**src/rtl/alarm_ring_controller_pkg.sv**
```systemverilog
//------------------------------------------------------------------------------
// Module   : alarm_pkg
// Brief    : Shared types and sizing helpers for the alarm ring controller.
// Revision : 1.0 - initial release
//------------------------------------------------------------------------------
`default_nettype none

package alarm_pkg;

  typedef enum logic [1:0] {
    ST_IDLE    = 2'd0,
    ST_RINGING = 2'd1,
    ST_SNOOZE  = 2'd2
  } ring_state_t;

  localparam int SNOOZE_CNT_W = 3;

  function automatic int max_int(input int a, input int b);
    return (a > b) ? a : b;
  endfunction

  // A counter must be at least one bit wide even when its terminal count is 1.
  function automatic int cnt_width(input int n);
    return (n <= 1) ? 1 : $clog2(n);
  endfunction

endpackage

`default_nettype wire

```
**src/rtl/alarm_ring_controller_edge_rise.sv**
```systemverilog
//------------------------------------------------------------------------------
// Module   : edge_rise
// Brief    : Registers a level and emits a one-cycle pulse on its rising edge.
// Revision : 1.0 - initial release
//------------------------------------------------------------------------------
`default_nettype none

module edge_rise #(
  parameter logic RESET_VAL = 1'b1
) (
  input  logic clk,
  input  logic reset_n,
  input  logic i_d,
  output logic o_rise
);

  logic r_q;

  // History resets high so a level already asserted at reset release is not an edge.
  always_ff @(posedge clk) begin
    if (!reset_n) begin
      r_q <= RESET_VAL;
    end else begin
      r_q <= i_d;
    end
  end

  assign o_rise = i_d & ~r_q;

endmodule

`default_nettype wire

```
**src/rtl/alarm_ring_controller.sv**
```systemverilog
//------------------------------------------------------------------------------
// Module   : alarm_ring_controller
// Brief    : Turns an alarm match edge into a timed beeping buzzer with snooze.
// Revision : 1.0 - initial release
//------------------------------------------------------------------------------
`default_nettype none

module alarm_ring_controller
  import alarm_pkg::*;
#(
  parameter int RING_TIMEOUT_S = 60,
  parameter int SNOOZE_S       = 300,
  parameter int MAX_SNOOZE     = 3,
  parameter int TONE_HALF      = 500
) (
  input  logic                    GlobalClock,
  input  logic                    reset_n,
  input  logic                    tick_1hz,
  input  logic                    match,
  input  logic                    alarm_en,
  input  logic                    snooze_btn,
  input  logic                    stop_btn,
  output logic                    buzzer,
  output logic                    ringing,
  output logic                    snoozing,
  output logic [SNOOZE_CNT_W-1:0] snooze_cnt
);

  localparam int c_tick_w = cnt_width(max_int(RING_TIMEOUT_S, SNOOZE_S));
  localparam int c_tone_w = cnt_width(TONE_HALF);

  localparam logic [c_tick_w-1:0]     c_ring_last  = c_tick_w'(RING_TIMEOUT_S - 1);
  localparam logic [c_tick_w-1:0]     c_snz_last   = c_tick_w'(SNOOZE_S - 1);
  localparam logic [c_tone_w-1:0]     c_tone_last  = c_tone_w'(TONE_HALF - 1);
  localparam logic [SNOOZE_CNT_W-1:0] c_max_snooze = SNOOZE_CNT_W'(MAX_SNOOZE);

  logic w_match_rise, w_snooze_rise, w_stop_rise;

  ring_state_t             r_state,      w_state_nxt;
  logic [c_tick_w-1:0]     r_tick_cnt,   w_tick_cnt_nxt;
  logic [SNOOZE_CNT_W-1:0] r_snooze_cnt, w_snooze_cnt_nxt;
  logic                    r_beep_phase, w_beep_phase_nxt;
  logic [c_tone_w-1:0]     r_tone_cnt,   w_tone_cnt_nxt;
  logic                    r_tone,       w_tone_nxt;
  logic                    r_buzzer,     w_buzzer_nxt;

  edge_rise #(.RESET_VAL(1'b1)) u_match_edge (
    .clk(GlobalClock), .reset_n(reset_n), .i_d(match), .o_rise(w_match_rise)
  );

  edge_rise #(.RESET_VAL(1'b1)) u_snooze_edge (
    .clk(GlobalClock), .reset_n(reset_n), .i_d(snooze_btn), .o_rise(w_snooze_rise)
  );

  edge_rise #(.RESET_VAL(1'b1)) u_stop_edge (
    .clk(GlobalClock), .reset_n(reset_n), .i_d(stop_btn), .o_rise(w_stop_rise)
  );

  always_ff @(posedge GlobalClock) begin
    if (!reset_n) begin
      r_state      <= ST_IDLE;
      r_tick_cnt   <= '0;
      r_snooze_cnt <= '0;
      r_beep_phase <= 1'b0;
      r_tone_cnt   <= '0;
      r_tone       <= 1'b0;
      r_buzzer     <= 1'b0;
    end else begin
      r_state      <= w_state_nxt;
      r_tick_cnt   <= w_tick_cnt_nxt;
      r_snooze_cnt <= w_snooze_cnt_nxt;
      r_beep_phase <= w_beep_phase_nxt;
      r_tone_cnt   <= w_tone_cnt_nxt;
      r_tone       <= w_tone_nxt;
      r_buzzer     <= w_buzzer_nxt;
    end
  end

  always_comb begin
    w_state_nxt      = r_state;
    w_tick_cnt_nxt   = r_tick_cnt;
    w_snooze_cnt_nxt = r_snooze_cnt;
    w_beep_phase_nxt = r_beep_phase;

    unique case (r_state)
      ST_IDLE: begin
        if (w_match_rise && alarm_en) begin
          w_state_nxt      = ST_RINGING;
          w_tick_cnt_nxt   = '0;
          w_snooze_cnt_nxt = '0;
          w_beep_phase_nxt = 1'b1;
        end
      end

      ST_RINGING: begin
        // Stop beats snooze beats timeout; a snooze at the limit falls through.
        if (!alarm_en || w_stop_rise) begin
          w_state_nxt      = ST_IDLE;
          w_tick_cnt_nxt   = '0;
          w_snooze_cnt_nxt = '0;
        end else if (w_snooze_rise && (r_snooze_cnt < c_max_snooze)) begin
          w_state_nxt      = ST_SNOOZE;
          w_tick_cnt_nxt   = '0;
          w_snooze_cnt_nxt = r_snooze_cnt + 1'b1;
        end else if (tick_1hz) begin
          if (r_tick_cnt == c_ring_last) begin
            w_state_nxt      = ST_IDLE;
            w_tick_cnt_nxt   = '0;
            w_snooze_cnt_nxt = '0;
          end else begin
            w_tick_cnt_nxt   = r_tick_cnt + 1'b1;
            w_beep_phase_nxt = ~r_beep_phase;
          end
        end
      end

      ST_SNOOZE: begin
        if (!alarm_en || w_stop_rise) begin
          w_state_nxt      = ST_IDLE;
          w_tick_cnt_nxt   = '0;
          w_snooze_cnt_nxt = '0;
        end else if (tick_1hz) begin
          if (r_tick_cnt == c_snz_last) begin
            w_state_nxt      = ST_RINGING;
            w_tick_cnt_nxt   = '0;
            w_beep_phase_nxt = 1'b1;
          end else begin
            w_tick_cnt_nxt = r_tick_cnt + 1'b1;
          end
        end
      end

      default: begin
        w_state_nxt      = ST_IDLE;
        w_tick_cnt_nxt   = '0;
        w_snooze_cnt_nxt = '0;
      end
    endcase
  end

  // The tone restarts from its low half on every entry into ringing.
  always_comb begin
    w_tone_cnt_nxt = '0;
    w_tone_nxt     = 1'b0;
    if ((r_state == ST_RINGING) && (w_state_nxt == ST_RINGING)) begin
      if (r_tone_cnt == c_tone_last) begin
        w_tone_cnt_nxt = '0;
        w_tone_nxt     = ~r_tone;
      end else begin
        w_tone_cnt_nxt = r_tone_cnt + 1'b1;
        w_tone_nxt     = r_tone;
      end
    end
  end

  // Built from next-state values so the buzzer lines up with the ringing flag.
  assign w_buzzer_nxt = (w_state_nxt == ST_RINGING) & w_beep_phase_nxt & w_tone_nxt;

  assign buzzer     = r_buzzer;
  assign ringing    = (r_state == ST_RINGING);
  assign snoozing   = (r_state == ST_SNOOZE);
  assign snooze_cnt = r_snooze_cnt;

endmodule

`default_nettype wire

```
**config.mk**
```make
export PLATFORM = sky130hd
export DESIGN_NAME = alarm_ring_controller
export DESIGN_NICKNAME = d
export VERILOG_FILES = /design/src/rtl/alarm_ring_controller_pkg.sv /design/src/rtl/alarm_ring_controller_edge_rise.sv /design/src/rtl/alarm_ring_controller.sv
export SDC_FILE = /design/constraint.sdc
export NUM_CORES = 1
export LEC_CHECK = 0
export BUFFER_PORTS_ARGS = -buffer_cell sky130_fd_sc_hd__buf_4
export CAP_MARGIN = 20
export CORE_ASPECT_RATIO = 0.7
export CORE_MARGIN = 2
export CORE_UTILIZATION = 37
export DETAILED_ROUTE_END_ITERATION = 8
export PLACE_DENSITY = 0.51
export SETUP_SLACK_MARGIN = 0.2
export SLEW_MARGIN = 40
export SYNTH_ARGS = -nofsm -noshare
export SYNTH_HDL_FRONTEND = slang
export SYNTH_SLANG_ARGS = --single-unit
```
**constraint.sdc**
```tcl
create_clock -name GlobalClock -period 5.6 [get_ports GlobalClock]
set_clock_uncertainty 0.15 [all_clocks]
set_input_delay 0.28 -clock GlobalClock [delete_from_list [all_inputs] [get_ports GlobalClock]]
set_output_delay 0.28 -clock GlobalClock [all_outputs]
set_load 0.02 [all_outputs]
```
# --- Word-level counts from Yosys, hierarchy flattened ---
# Cells that the tools add are included.
totals:
  out_inout_bits: 6
  regBits: 29
  in_bits: 7
  elab_cells: 82
classes:
  muxes: 36
  n_addsub: 3
  n_reduce_logical: 9
  n_bitwise: 12
  n_eq_ne: 11
  order_cmp: 1
op_table:
  columns: ["op", "n"]
  rows:
  - ["$mux 9", 8]
  - ["$pmux 9 s3", 1]
  - ["$add 9x1->9 const B", 2]
  - ["$eq 9x9->1 const B", 2]
  - ["$mux 3", 6]
  - ["$mux 2", 8]
  - ["$mux 1", 10]
  - ["$eq 9x6->1 const B", 1]
  - ["$pmux 3 s3", 1]
  - ["$not 1->1", 7]
  - ["$pmux 2 s3", 1]
  - ["$and 1x1->1", 5]
  - ["$eq 2x1->1 const B", 2]
  - ["$ne 4x1->1 const B", 1]
  - ["$ne 4x2->1 const B", 1]
  - ["$reduce_and 4->1", 1]
  - ["$add 3x1->3 const B", 1]
  - ["$logic_and 1x1->1", 3]
  - ["$lt 3x2->1 const B", 1]
  - ["$ne 3x2->1 const B", 1]
  - ["$pmux 1 s3", 1]
  - ["$reduce_and 3->1", 1]
  - ["$reduce_or 3->1", 1]
  - ["$eq 2x2->1 const B", 1]
  - ["other kinds (5)", 5]

# --- Logic depth before layout (Yosys ltp) ---
# Gate-level depths: netlist of run 1.
depth:
  word_depth: 10
  ltp_mapped: 8
  depth_no_buf: 7

# --- Cells and area by module ---
# From an unflattened synthesis of run 1, not the netlist that was laid out.
hier_totals:
  hier_cells: 164
  area_unflattened_um2: 1508.9
by_module_without_submodules:
  columns: ["mod", "n_inst", "area_per_inst_um2", "cells_per_inst", "seq_area_each_um2"]
  rows:
  - ["alarm_ring_controller", 1, 1388.8, 155, 520.5]
  - ["edge_rise", 3, 40.0, 3, 20.0]

# --- Worst setup path before layout of run 1 ---
# Ideal clock, no wire load.
synth_timing:
  path_type: "register -> register"
  from: "reg r_state[1]"
  to: "reg r_tick_cnt[8]"
  stages_incl_launch_ff: 9
  arrival_ns: 1.976
  synth_period_minus_slack_ns: 2.261
  setup_ns: 0.136
  required_time_ns: 5.314
  path_buffers: 1
  path_slack_ns: 3.339
  cell_sequence: "dfxtp_1 inv_1 ha_1 and2_1 and3_1 a21o_1 clkbuf_1 o41ai_1 a21oi_1"
synth_via:
  elab_chain_cells: 3
  word_cells_on_any_way: 8
  cone_classes: "5 x eq/ne; 1 x mux; 2 x reduce/logical"
synth_lines:
  columns: ["element", "line_no", "text"]
  rows:
  - ["start: declaration", "alarm_ring_controller.sv:39", "ring_state_t r_state, w_state_nxt;"]
  - ["start signal: assignment", "alarm_ring_controller.sv:69", "r_state <= w_state_nxt;"]
  - ["$eq 2x1->1 (*)", null, null]
  - ["named net ringing", "alarm_ring_controller.sv:24", "output logic ringing,"]
  - ["$ne 4x2->1 (no line)", null, null]
  - ["$reduce_and 3->1 (no line)", null, null]
  - ["end signal: assignment", "alarm_ring_controller.sv:70", "r_tick_cnt <= w_tick_cnt_nxt;"]
  - ["end: declaration", "alarm_ring_controller.sv:40", "logic [c_tick_w-1:0] r_tick_cnt, w_tick_cnt_nxt;"]
# Mark *: on every way through the listed nets, which the timed path passes. The rest lies on a longest branch.
# A chain may end at the register's enable or synchronous reset.

# --- Worst setup path after layout of run 1 ---
layout_timing:
  from: "reg r_state[1]"
  to: "reg r_tone_cnt[3]"
layout_via:
  elab_chain_cells: 9
  word_cells_on_any_way: 16
  cone_classes: "3 x eq/ne; 9 x mux; 1 x bitwise; 3 x reduce/logical"
layout_lines:
  columns: ["element", "line_no", "text"]
  rows:
  - ["$mux 2", "alarm_ring_controller.sv:106", "if (r_tick_cnt == c_ring_last) begin"]
  - ["$mux 2", "alarm_ring_controller.sv:105", "end else if (tick_1hz) begin"]
  - ["$mux 2", "alarm_ring_controller.sv:101", "end else if (w_snooze_rise && (r_snooze_cnt < c_max_snooze)) begin"]
  - ["$mux 2", "alarm_ring_controller.sv:97", "if (!alarm_en || w_stop_rise) begin"]
  - ["$pmux 2 s3", "alarm_ring_controller.sv:85", "unique case (r_state)"]
  - ["$eq 2x1->1", "alarm_ring_controller.sv:145", "if ((r_state == ST_RINGING) && (w_state_nxt == ST_RINGING)) begin"]
  - ["$logic_and 1x1->1 (*)", "alarm_ring_controller.sv:145", null]
  - ["$not 1->1 (no line) (*)", null, null]
  - ["$reduce_or 3->1 (no line) (*)", null, null]
  - ["end signal: assignment", "alarm_ring_controller.sv:73", "r_tone_cnt <= w_tone_cnt_nxt;"]
  - ["end: declaration", "alarm_ring_controller.sv:43", "logic [c_tone_w-1:0] r_tone_cnt, w_tone_cnt_nxt;"]
# Mark *: on every way between the ends. The rest lies on a longest branch, timed or not.

==> impl_metrics.ini, run 1 <==
[outcome]
run_status = completed

[synth]
async_flop_share_pct = 0
avgSynthCellArea_um2 = 8.78
synth-seq-area-share_pct = 34.4
yosysWarnings = 0
ys.flop_type = dfxtp_1
synth.cell_area_um2 = 1690
synth_cell_types = 49
ys_ff_latch = 29
syn_nets = 206
syn-instance-count = 192
synth-edff-count = 0

[place]
numPortBuffers = 12
place_congestion = 0.863
hpwl_mm = 3.09

[global_routing]
grt_overflow = 0
grt_max_degree = 14
grt_pass1_vias = 1352
grt_pass1_wl_mm = 6.87
grt_usage_pct = 17.8
antenna_found_initial = 0

[sta]
timing.final.crit_period_ns = 2.52
fmax_mhz = 397
setup_violations = 0
slew_headroom_pct = 48.3
fin_setup_tns_ns = 0
finalHoldViolCount = 0
worstMarginPinSlew_ns = 0.769
rsz0062_at_grt = no
finalMaxSlewViolations = 0
fin_crit_sh_pct = 45.0
whs_ns = 0.0376

[clocking]
cts_hold_repair.buffers = 0
cts_max_path_buffers = 2
clk_pin_slew_ns = 0.06
cts_made_buffers = 5
postCtsSetupBuffers = 0
cts_tree = built
cts_resized = 0
clock-sinks = 29
ctsHtreeMaxLevel = 2
clock_latency_ns = 0.28
clockRootBuffer = clkbuf_8

[setup_path]
r2r-start = r_state[1]$_SDFF_PN0_
cp.arrival_ns = 2.55
r2r_end = r_tone_cnt[3]$_SDFF_PP0_
endpoint_kind = register
crit_path_start_kind = register
worstPathMaxFanout = 9
worst_r2r_path_depth = 8
reg2reg_setup_slack_ns = 3.08
crit_type = reg2reg
crit_required_ns = 5.64

[job]
max_cap_viol_count = 0

[drt]
wl_per_cell_um = 15.8
wl_mm = 4.15
vias = 1493
viasPerCell = 5.68
drt-initial-drc-count = 113
drc_errors = 0
ant_nets = 0
drtPass1Iterations = 4

[layout]
fin_util_pct = 43.9
final_nets = 221
drive_gt1_share_pct = 14.4
n_fill_cell = 453
num_antenna_cells = 0
area_delta_synth_final_pct = 13.4

[floorplan]
core_um2 = 4350
initial_core_util_pct = 38.7
die_w_um = 84.7
ioPinCount = 13
dieArea_um2 = 5120
die_y_um = 60.5
rows = 20

[power_and_ir_drop]
vdd_drop_max_mv = 0.123
p_leak_nw = 0.658
power_density_nw_per_um2 = 212

[min_path]
hold_path_class = in2reg
min-delay-start = match
whs_path_depth = 2
holdPathEnd = u_match_edge.r_q$_SDFF_PN1_
[flip-flops by register name, summed over array words and instances, names as in the netlist]
signal	flops
u_match_edge.r_q	1
u_snooze_edge.r_q	1
u_stop_edge.r_q	1
r_state	2
r_beep_phase	1
r_tick_cnt	9
r_tone	1
buzzer	1
r_tone_cnt	9
snooze_cnt	3
[cells in the final DEF (no fill, tap or decap), types with 5 or more instances in the layout]
| master | n |
|---|---|
| a21oi_1 | 8 |
| and2_1 | 5 |
| buf_4 | 12 |
| clkbuf_8 | 5 |
| dfxtp_1 | 29 |
| ha_1 | 7 |
| inv_1 | 7 |
| nand2_1 | 12 |
| nand2b_1 | 9 |
| nand3_1 | 7 |
| nand4_1 | 5 |
| nor2_1 | 18 |
| or4_1 | 9 |
| xnor2_1 | 6 |
| xor2_1 | 5 |
[how the worst max path moves through the flow]
stage,startpoint,end,slack [ns]
final,r_state[1]$_SDFF_PN0_,r_tone_cnt[3]$_SDFF_PP0_,3.08
after global placement,r_state[1]$_SDFF_PN0_,r_tone_cnt[1]$_SDFF_PP0_,3.26
after detailed placement,r_state[1]$_SDFF_PN0_,r_tone_cnt[3]$_SDFF_PP0_,3.08
after global routing,r_state[1]$_SDFF_PN0_,r_tone_cnt[3]$_SDFF_PP0_,2.87
after floorplan,r_state[1]$_SDFF_PN0_,r_tick_cnt[8]$_SDFFE_PN0P_,3.34
after CTS,r_state[1]$_SDFF_PN0_,r_tone_cnt[3]$_SDFF_PP0_,3.05
[report_power, final]
group	internal [mW]	switching, mW	leakage, nW	total [mW]
combinational	0.0116	0.0183	0.379	0.0298
sequential	0.209	0.00163	0.235	0.210
clock	0.0858	0.0802	0.0450	0.166
total	0.306	0.100	0.658	0.406
[worst max-delay path, stage by stage (launching register included)]
cell and delay (ns):
dfxtp_1 0.36, inv_1 0.11, ha_1 0.24, and2_1 0.24
nand2_1 0.16, o311ai_1 0.39, o211ai_1 0.24, buf_2 0.23
nor4_1 0.29
[cell type report]
class                      instances  area (um2)  area share [%]
clock buffer                       6        72.6            3.79
clock inverter                     2        10.0           0.523
inverter                           8        30.0            1.57
multi-input combinational        149        1050            54.9
sequential                        29         581            30.3
tap                               55        68.8            3.60
timing repair buffer              14         100            5.23
[routing by layer]
layer	wire length (um)	share of wire (%)	track usage (%)	up-vias
met4	59	1.4	7.48	0
met5	0	0	0	-
met2	1590	38	22.8	41
met1	2270	55	27.2	705
li1	-	-	-	741
met3	230	5.5	5.17	6
[cell usage after synthesis (2+ instances only)]
library cell / instances / area share, %
a211oi_1: 3 / 1.3
nand2_1: 12 / 2.7
and2_1: 5 / 1.9
xnor2_1: 6 / 3.1
nand2b_1: 9 / 3.3
nor4_1: 3 / 1.1
nor2b_1: 3 / 1.1
o22ai_1: 2 / 0.74
mux2i_1: 2 / 1.2
dfxtp_1: 29 / 34
nor2_1: 18 / 4.0
clkbuf_1: 4 / 0.89
xor2_1: 5 / 2.6
buf_2: 2 / 0.59
o31ai_1: 3 / 1.3
nand4_1: 5 / 1.9
a21oi_1: 8 / 2.4
and3_1: 4 / 1.5
o21ai_0: 3 / 0.89
nor4_4: 2 / 2.5
nand3b_1: 2 / 0.89
ha_1: 7 / 5.2
nand3_1: 7 / 2.1
a21boi_0: 2 / 0.89
or4_1: 9 / 4.0
or3_1: 4 / 1.5
nor3_1: 3 / 0.89
o21a_1: 2 / 0.89
inv_1: 7 / 1.6
o211ai_1: 2 / 0.89
[logic make-up (layout without fill, tap and decap cells)]
logic type	Yosys count	after routing	share of synthesized area (%)
AND/OR/NAND/NOR	93	93	34.4
AO/OA/AOI/OAI	36	36	15.8
flip-flops	29	29	34.4
XOR/XNOR	11	11	5.71
adder cells (fa/ha/maj)	7	7	5.19
multiplexers	2	2	1.19
buffers and inverters	14	30	3.26
[through the flow]
step	std cells	instance area (um2)	setup slack, ns	total power [mW]
2_1_floorplan	192	1690	3.34	0.234
3_3_place_gp	253	1820	3.26	0.243
3_5_place_dp	253	1820	3.08	0.244
4_1_cts	261	1900	3.05	0.410
5_1_grt	263	1910	2.87	0.427
6_report	263	1910	3.08	0.406
Power figures use the tool's default switching activity.
==> run 2: changes to the inputs <==
PLACE_DENSITY = 0.52   (was 0.51)
clock period = 2.15 ns   (was 5.6 ns; I/O delays follow)
==> run 2 against run 1 <==
Compared with the run above: die area stayed put; final cell count is 15% higher; worst setup slack worse by 3.0 ns; via count is 11% higher; clock-buffer cell count is 1 higher; sequential share of layout area is 6.8 points lower; critical path type unchanged; largest cell class unchanged; worst hold slack worse by 0.015 ns; utilization is 14 points higher; sequential power grew to 2.6 times the previous value; global-route usage is 1.6 points higher; final area is 32% higher; critical path depth is 2 lower.
==> impl_metrics.ini, run 2 (synthesis gave the netlist of run 1 again) <==
[drt]
viasPerCell = 5.48
ant_nets = 0
vias = 1661
wl_per_cell_um = 15.9
drt-initial-drc-count = 161
drc_errors = 0
drtPass1Iterations = 4
wl_mm = 4.82

[floorplan]
rows = 20
dieArea_um2 = 5120
die_w_um = 84.7
die_y_um = 60.5
ioPinCount = 13
initial_core_util_pct = 38.7
core_um2 = 4350

[setup_path]
cpPeakStageDelay_ns = 0.56
endpoint_kind = register
worstPathMaxFanout = 9
crit_required_ns = 2.22
slowest_stage = or4_1
worstPathCellList = ha_4, nand4bb_4, nor4_4, o221ai_4, or4_1, nor2_1
cp.arrival_ns = 2.15
crit_type = reg2reg
crit_path_start_kind = register

[layout]
final_cells = 303
final_common_cell = buf_4
area_delta_synth_final_pct = 49.3
seqCellArea_um2 = 593
multi_input_area_um2 = 1280
n_fill_cell = 375
num_antenna_cells = 0
drive_gt1_share_pct = 41.1
fin_util_pct = 57.8
mostFrequentLayoutCells = 43 x buf_4, 23 x dfxtp_1, 17 x nor2_1, 11 x nand2_1, 9 x nand2b_1
final_nets = 261

[clocking]
clock-sinks = 29
clock_latency_ns = 0.28
cts_tree = built
ctsHtreeMaxLevel = 2
cts_made_buffers = 5
clk_pin_slew_ns = 0.07
cts_max_path_buffers = 2
clockRootBuffer = clkbuf_8

[power_and_ir_drop]
intPower_uw = 990
vdd_drop_max_mv = 0.282
power_density_nw_per_um2 = 505
pwr-share-clk_pct = 46.1
netSwitchingPower_uw = 280
power_switching_share_pct = 22.1
sequentialPowerShare_pct = 43.0
combPwrFrac_pct = 11.0
p_leak_nw = 0.896

[global_routing]
grt_pass1_vias = 1553
antenna_found_initial = 0
grt_max_degree = 12
grt_pass1_wl_mm = 7.56
grt_overflow = 0
grt_usage_pct = 19.4

[job]
max_cap_viol_count = 0

[sta]
timing.final.crit_period_ns = 2.08
finalHoldViolCount = 0
fin_crit_sh_pct = 97.0
setup_violations = 0
rsz0062_at_grt = yes
slew_headroom_pct = 73.0
finalMaxSlewViolations = 0
worstMarginPinSlew_ns = 0.403
fmax_mhz = 480

[place]
place_congestion = 0.816
hpwl_mm = 3.33
numPortBuffers = 12
dp_cells = 271

[outcome]
run_status = completed

[min_path]
hold_path_class = in2reg
[run 2: cell count changes in the layout (fill, tap and decap cells not counted), moves of 4 or more]
cell	before	now
buf_4	12	43
buf_6	0	4
dfxtp_2	0	4
dfxtp_1	29	23
dlygate4sd3_1	0	6
ha_1	7	3
[run 2: routing by layer]
metal	track usage [%]	part of all wire (%)	up-vias
li1	-	-	817
met1	29.8	52	791
met2	26.3	40	51
met3	5.31	7.7	2
met4	5.22	0.31	0
met5	0	0	-
[run 2: worst paths after layout]
kind,from,endpoint,slack [ns],cells past startpoint
min,reset_n,snooze_cnt[0]$_SDFFE_PN0P_,0.02,2
max,r_tick_cnt[1]$_SDFFE_PN0P_,r_tone_cnt[7]$_SDFF_PP0_,0.07,6
min reg2reg,r_tick_cnt[8]$_SDFFE_PN0P_,r_tick_cnt[8]$_SDFFE_PN0P_,0.34,2
max reg2reg,r_tick_cnt[1]$_SDFFE_PN0P_,r_tone_cnt[7]$_SDFF_PP0_,0.07,6
[run 2: final cells by class]
class	count	share of cell area, %
repair buffers	53	17.0
well taps	55	2.73
clock buffers	7	3.43
inverters	8	1.29
clock inverters	1	1.19
flip-flops and latches	29	23.5
multi-input cells	150	50.8
[run 2: stage by stage]
| step | power, mW | worst slack (ns) | TNS [ns] | hold slack (ns) | instance area, um2 |
|---|---|---|---|---|---|
| finish | 1.27 | 0.0654 | 0 | 0.0229 | 2520 |
| global placement | 0.646 | -0.0474 | -0.239 | 0.151 | 2010 |
| floorplan | 0.616 | 0.211 | 0 | 0.0540 | 1750 |
| global route | 1.33 | -0.0302 | -0.0644 | 0.0176 | 2520 |
| CTS | 1.26 | 0.0909 | 0 | 0.00705 | 2360 |
| detailed placement | 0.649 | -0.0690 | -0.295 | 0.159 | 2010 |
[run 2: power by group through the flow]
stage                     Combinational (mW)  Clock [mW]  Sequential (mW)
after global routing                   0.150       0.631            0.546
after CTS                              0.118       0.601            0.545
after detailed placement              0.0889           0            0.560
after global placement                0.0867           0            0.560
final                                  0.140       0.585            0.546
after floorplan                       0.0556           0            0.560
[run 2: worst max-delay path, delay by kind of cell, from the launching register on]
| kind | cells | cell delay (ns) |
|---|---|---|
| AND/OR/NAND/NOR | 4 | 1.13 |
| flip-flops | 1 | 0.35 |
| AO/OA/AOI/OAI | 1 | 0.23 |
| adder cells (fa/ha/maj) | 1 | 0.16 |
[run 2: what timing repair did]
item,CTS,global route
buffers inserted,11,5
cloned,1,1
endpoints found under the setup margin,21,25
pin swaps,12,10
endpoints found under the hold margin,3,0
hold buffers,6,0
resized for setup,15,29
==> run 3: changes to the inputs <==
ABC_AREA = 1   (was unset)
PLACE_DENSITY = unset   (was 0.52)
PLACE_DENSITY_LB_ADDON = 0.08   (was unset)
==> run 3 against run 2 <==
Compared with the run above: maximum frequency up 14%; via count decreased by 12%; worst hold slack improved by 0.18 ns; critical path depth is 4 higher; non-clock buffer count is 37 lower; worst setup slack better by 0.25 ns; die area is 4.9% lower; sequential power rose by 2%; register-to-register slack improved by 0.25 ns; clock-buffer cell count is 2 lower; utilization shrank 10 points.
==> impl_metrics.ini, run 3 <==
[global_routing]
grt_max_degree = 11
grt_usage_pct = 16.6
antenna_found_initial = 0
grt_pass1_wl_mm = 5.98
grt_overflow = 0
grt_pass1_vias = 1253

[synth]
ys_ff_latch = 29
ys.flop_type = dfxtp_1
synth-edff-count = 0
yosysTopAreaCellShare_pct = 36.3
synth-compound-area-share_pct = 6.42
synth_mux_area_share_pct = 0
synthTopCellsByCount = 45 x nand2_1, 33 x inv_1, 32 x nor2_1
yosysTopAreaCell = dfxtp_1
synth-seq-area-share_pct = 36.3
yosysWarnings = 0
synth-simple-area-share_pct = 38.2
synth_cell_types = 24
syn-instance-count = 229
synth.cell_area_um2 = 1600
syn_nets = 243
async_flop_share_pct = 0
avgSynthCellArea_um2 = 6.98
synth-adder-area-share_pct = 5.48
yosysMostFrequentCell = nand2_1
synth_xor_xnor_area_share_pct = 5.48
yosys-top-cells-area = dfxtp_1 36%, nand2_1 11%, inv_1 7.7%
synth_top_family_by_area = simple AND/OR/NAND/NOR gates

[drt]
drc_errors = 0
viasPerCell = 4.77
wl_per_cell_um = 11.9
drtPass1Iterations = 4
drt-initial-drc-count = 77
wl_mm = 3.63
ant_nets = 0
vias = 1455

[floorplan]
core_um2 = 4040
die_y_um = 59
dieArea_um2 = 4870
initial_core_util_pct = 39.6
rows = 19
die_w_um = 82.6
ioPinCount = 13

[power_and_ir_drop]
power_switching_share_pct = 26.8
power_density_nw_per_um2 = 578
sequentialPowerShare_pct = 49.9
intPower_uw = 815
p_total_mw = 1.11
vdd_drop_max_mv = 0.341
netSwitchingPower_uw = 299
p_leak_nw = 0.772
combPwrFrac_pct = 9.6
pwr-share-clk_pct = 40.5

[layout]
final_common_cell = nand2_1
area_delta_synth_final_pct = 20.4
mostFrequentLayoutCells = 45 x nand2_1, 33 x inv_1, 32 x nor2_1, 28 x dfxtp_1, 17 x nand3_1
drive_gt1_share_pct = 17.4
num_antenna_cells = 0
final_cells = 305
final_nets = 266

[setup_path]
slowest_stage = dfxtp_1
cpPeakStageDelay_ns = 0.35
reg2reg_setup_slack_ns = 0.31
endpoint_kind = register
r2r-start = r_state[1]$_SDFF_PN0_
crit_type = reg2reg
worstPathCellList = inv_1, ha_4, nand3_2, nor2_4, nand2_2, nand2_4, inv_4, nand2_2, nand2_4, nor2_1
cp-startpoint = r_state[1]$_SDFF_PN0_
path_buf_inv = 2
worstPathMaxFanout = 9
cp.arrival_ns = 1.90
worst-path-stages = 10
crit_required_ns = 2.21
cp-endpoint = r_tick_cnt[6]$_SDFFE_PN0P_
worst_r2r_path_depth = 10
r2r_end = r_tick_cnt[6]$_SDFFE_PN0P_
critical-path-top-delay-family = simple AND/OR/NAND/NOR gates
crit_path_start_kind = register

[sta]
worstMarginPinSlew_ns = 0.461
rsz0062_at_grt = yes
worst_slack_ns = 0.314
timing.final.crit_period_ns = 1.84
whs_ns = 0.199
setup_violations = 0
slew_headroom_pct = 69.0
fin_setup_tns_ns = 0
fin_crit_sh_pct = 85.4
finalMaxSlewViolations = 0
finalHoldViolCount = 0
fmax_mhz = 545

[clocking]
cts_max_path_buffers = 2
clk_pin_slew_ns = 0.07
clock_latency_ns = 0.28
cts_tree = built
clockRootBuffer = clkbuf_8
clock-sinks = 29
ctsHtreeMaxLevel = 2
cts_made_buffers = 5

[place]
pre_cts_ws_ns = 0.161
place_congestion = 0.894
dp_cells = 293
hpwl_mm = 2.72
numPortBuffers = 12

[outcome]
run_status = completed

[min_path]
hold_path_class = in2reg

[job]
max_cap_viol_count = 0
[run 3: worst min-delay path, stage by stage]
cell and delay (ns):
buf_4 0.11, inv_1 0.06, nand2_2 0.11, nand2_4 0.09
nand2_1 0.06, a21oi_1 0.05
[run 3: power by group through the flow]
| stage | Sequential [mW] | Combinational (mW) | Clock [mW] |
|---|---|---|---|
| after floorplan | 0.571 | 0.0593 | 0 |
| after global placement | 0.568 | 0.0981 | 0 |
| after detailed placement | 0.568 | 0.0971 | 0 |
| after CTS | 0.555 | 0.104 | 0.456 |
| after global routing | 0.557 | 0.120 | 0.485 |
| final | 0.556 | 0.107 | 0.451 |
[run 3: layout make-up]
class / instances / area (um2)
repair buffers: 16 / 130
multi-input cells: 166 / 932
flip-flops and latches: 29 / 582
fillers: 425 / 2120
clock inverters: 3 / 17.5
inverters: 34 / 130
clock buffers: 5 / 68.8
well taps: 52 / 65.1
[run 3: repair_timing]
| item | 4_1_cts | 5_1_grt |
|---|---|---|
| pin swaps | 0 | 0 |
| hold endpoints to repair | 7 | 0 |
| hold buffers | 4 | 0 |
| setup buffers | 0 | 0 |
| endpoints found under the setup margin | 17 | 22 |
| resized for setup | 1 | 10 |
[run 3: layer usage]
metal	vias to the layer above	part of all wire [%]	track usage, %
met5	-	0	0
li1	782	-	-
met3	4	4.9	4.88
met4	0	0.77	5.62
met1	638	62	28.2
met2	31	32	18.4
[run 3: worst min-delay path by stage]
stage                          start                      endpoint  slack (ns)  cells past startpoint
after global routing        tick_1hz    r_tick_cnt[1]$_SDFFE_PN0P_        0.23                      6
final                       tick_1hz    r_tick_cnt[0]$_SDFFE_PN0P_        0.20                      6
after global placement    snooze_btn  u_snooze_edge.r_q$_SDFF_PN1_        0.16                      2
after detailed placement  snooze_btn  u_snooze_edge.r_q$_SDFF_PN1_        0.16                      2
after CTS                   tick_1hz    r_tick_cnt[0]$_SDFFE_PN0P_        0.19                      6
after floorplan                match   u_match_edge.r_q$_SDFF_PN1_        0.06                      1
[run 3: cells by family after synthesis]
family | count (synthesis)
flip-flops | 29
AO/OA/AOI/OAI | 19
buffers and inverters | 34
AND/OR/NAND/NOR | 130
adder cells (fa/ha/maj) | 7
XOR/XNOR | 10
[run 3: metrics by stage]
stage	utilization, %	cell area, um2
2_1_floorplan	-	1600
3_3_place_gp	43.4	1750
3_5_place_dp	43.4	1750
4_1_cts	46.6	1880
5_1_grt	47.6	1930
6_report	47.6	1930
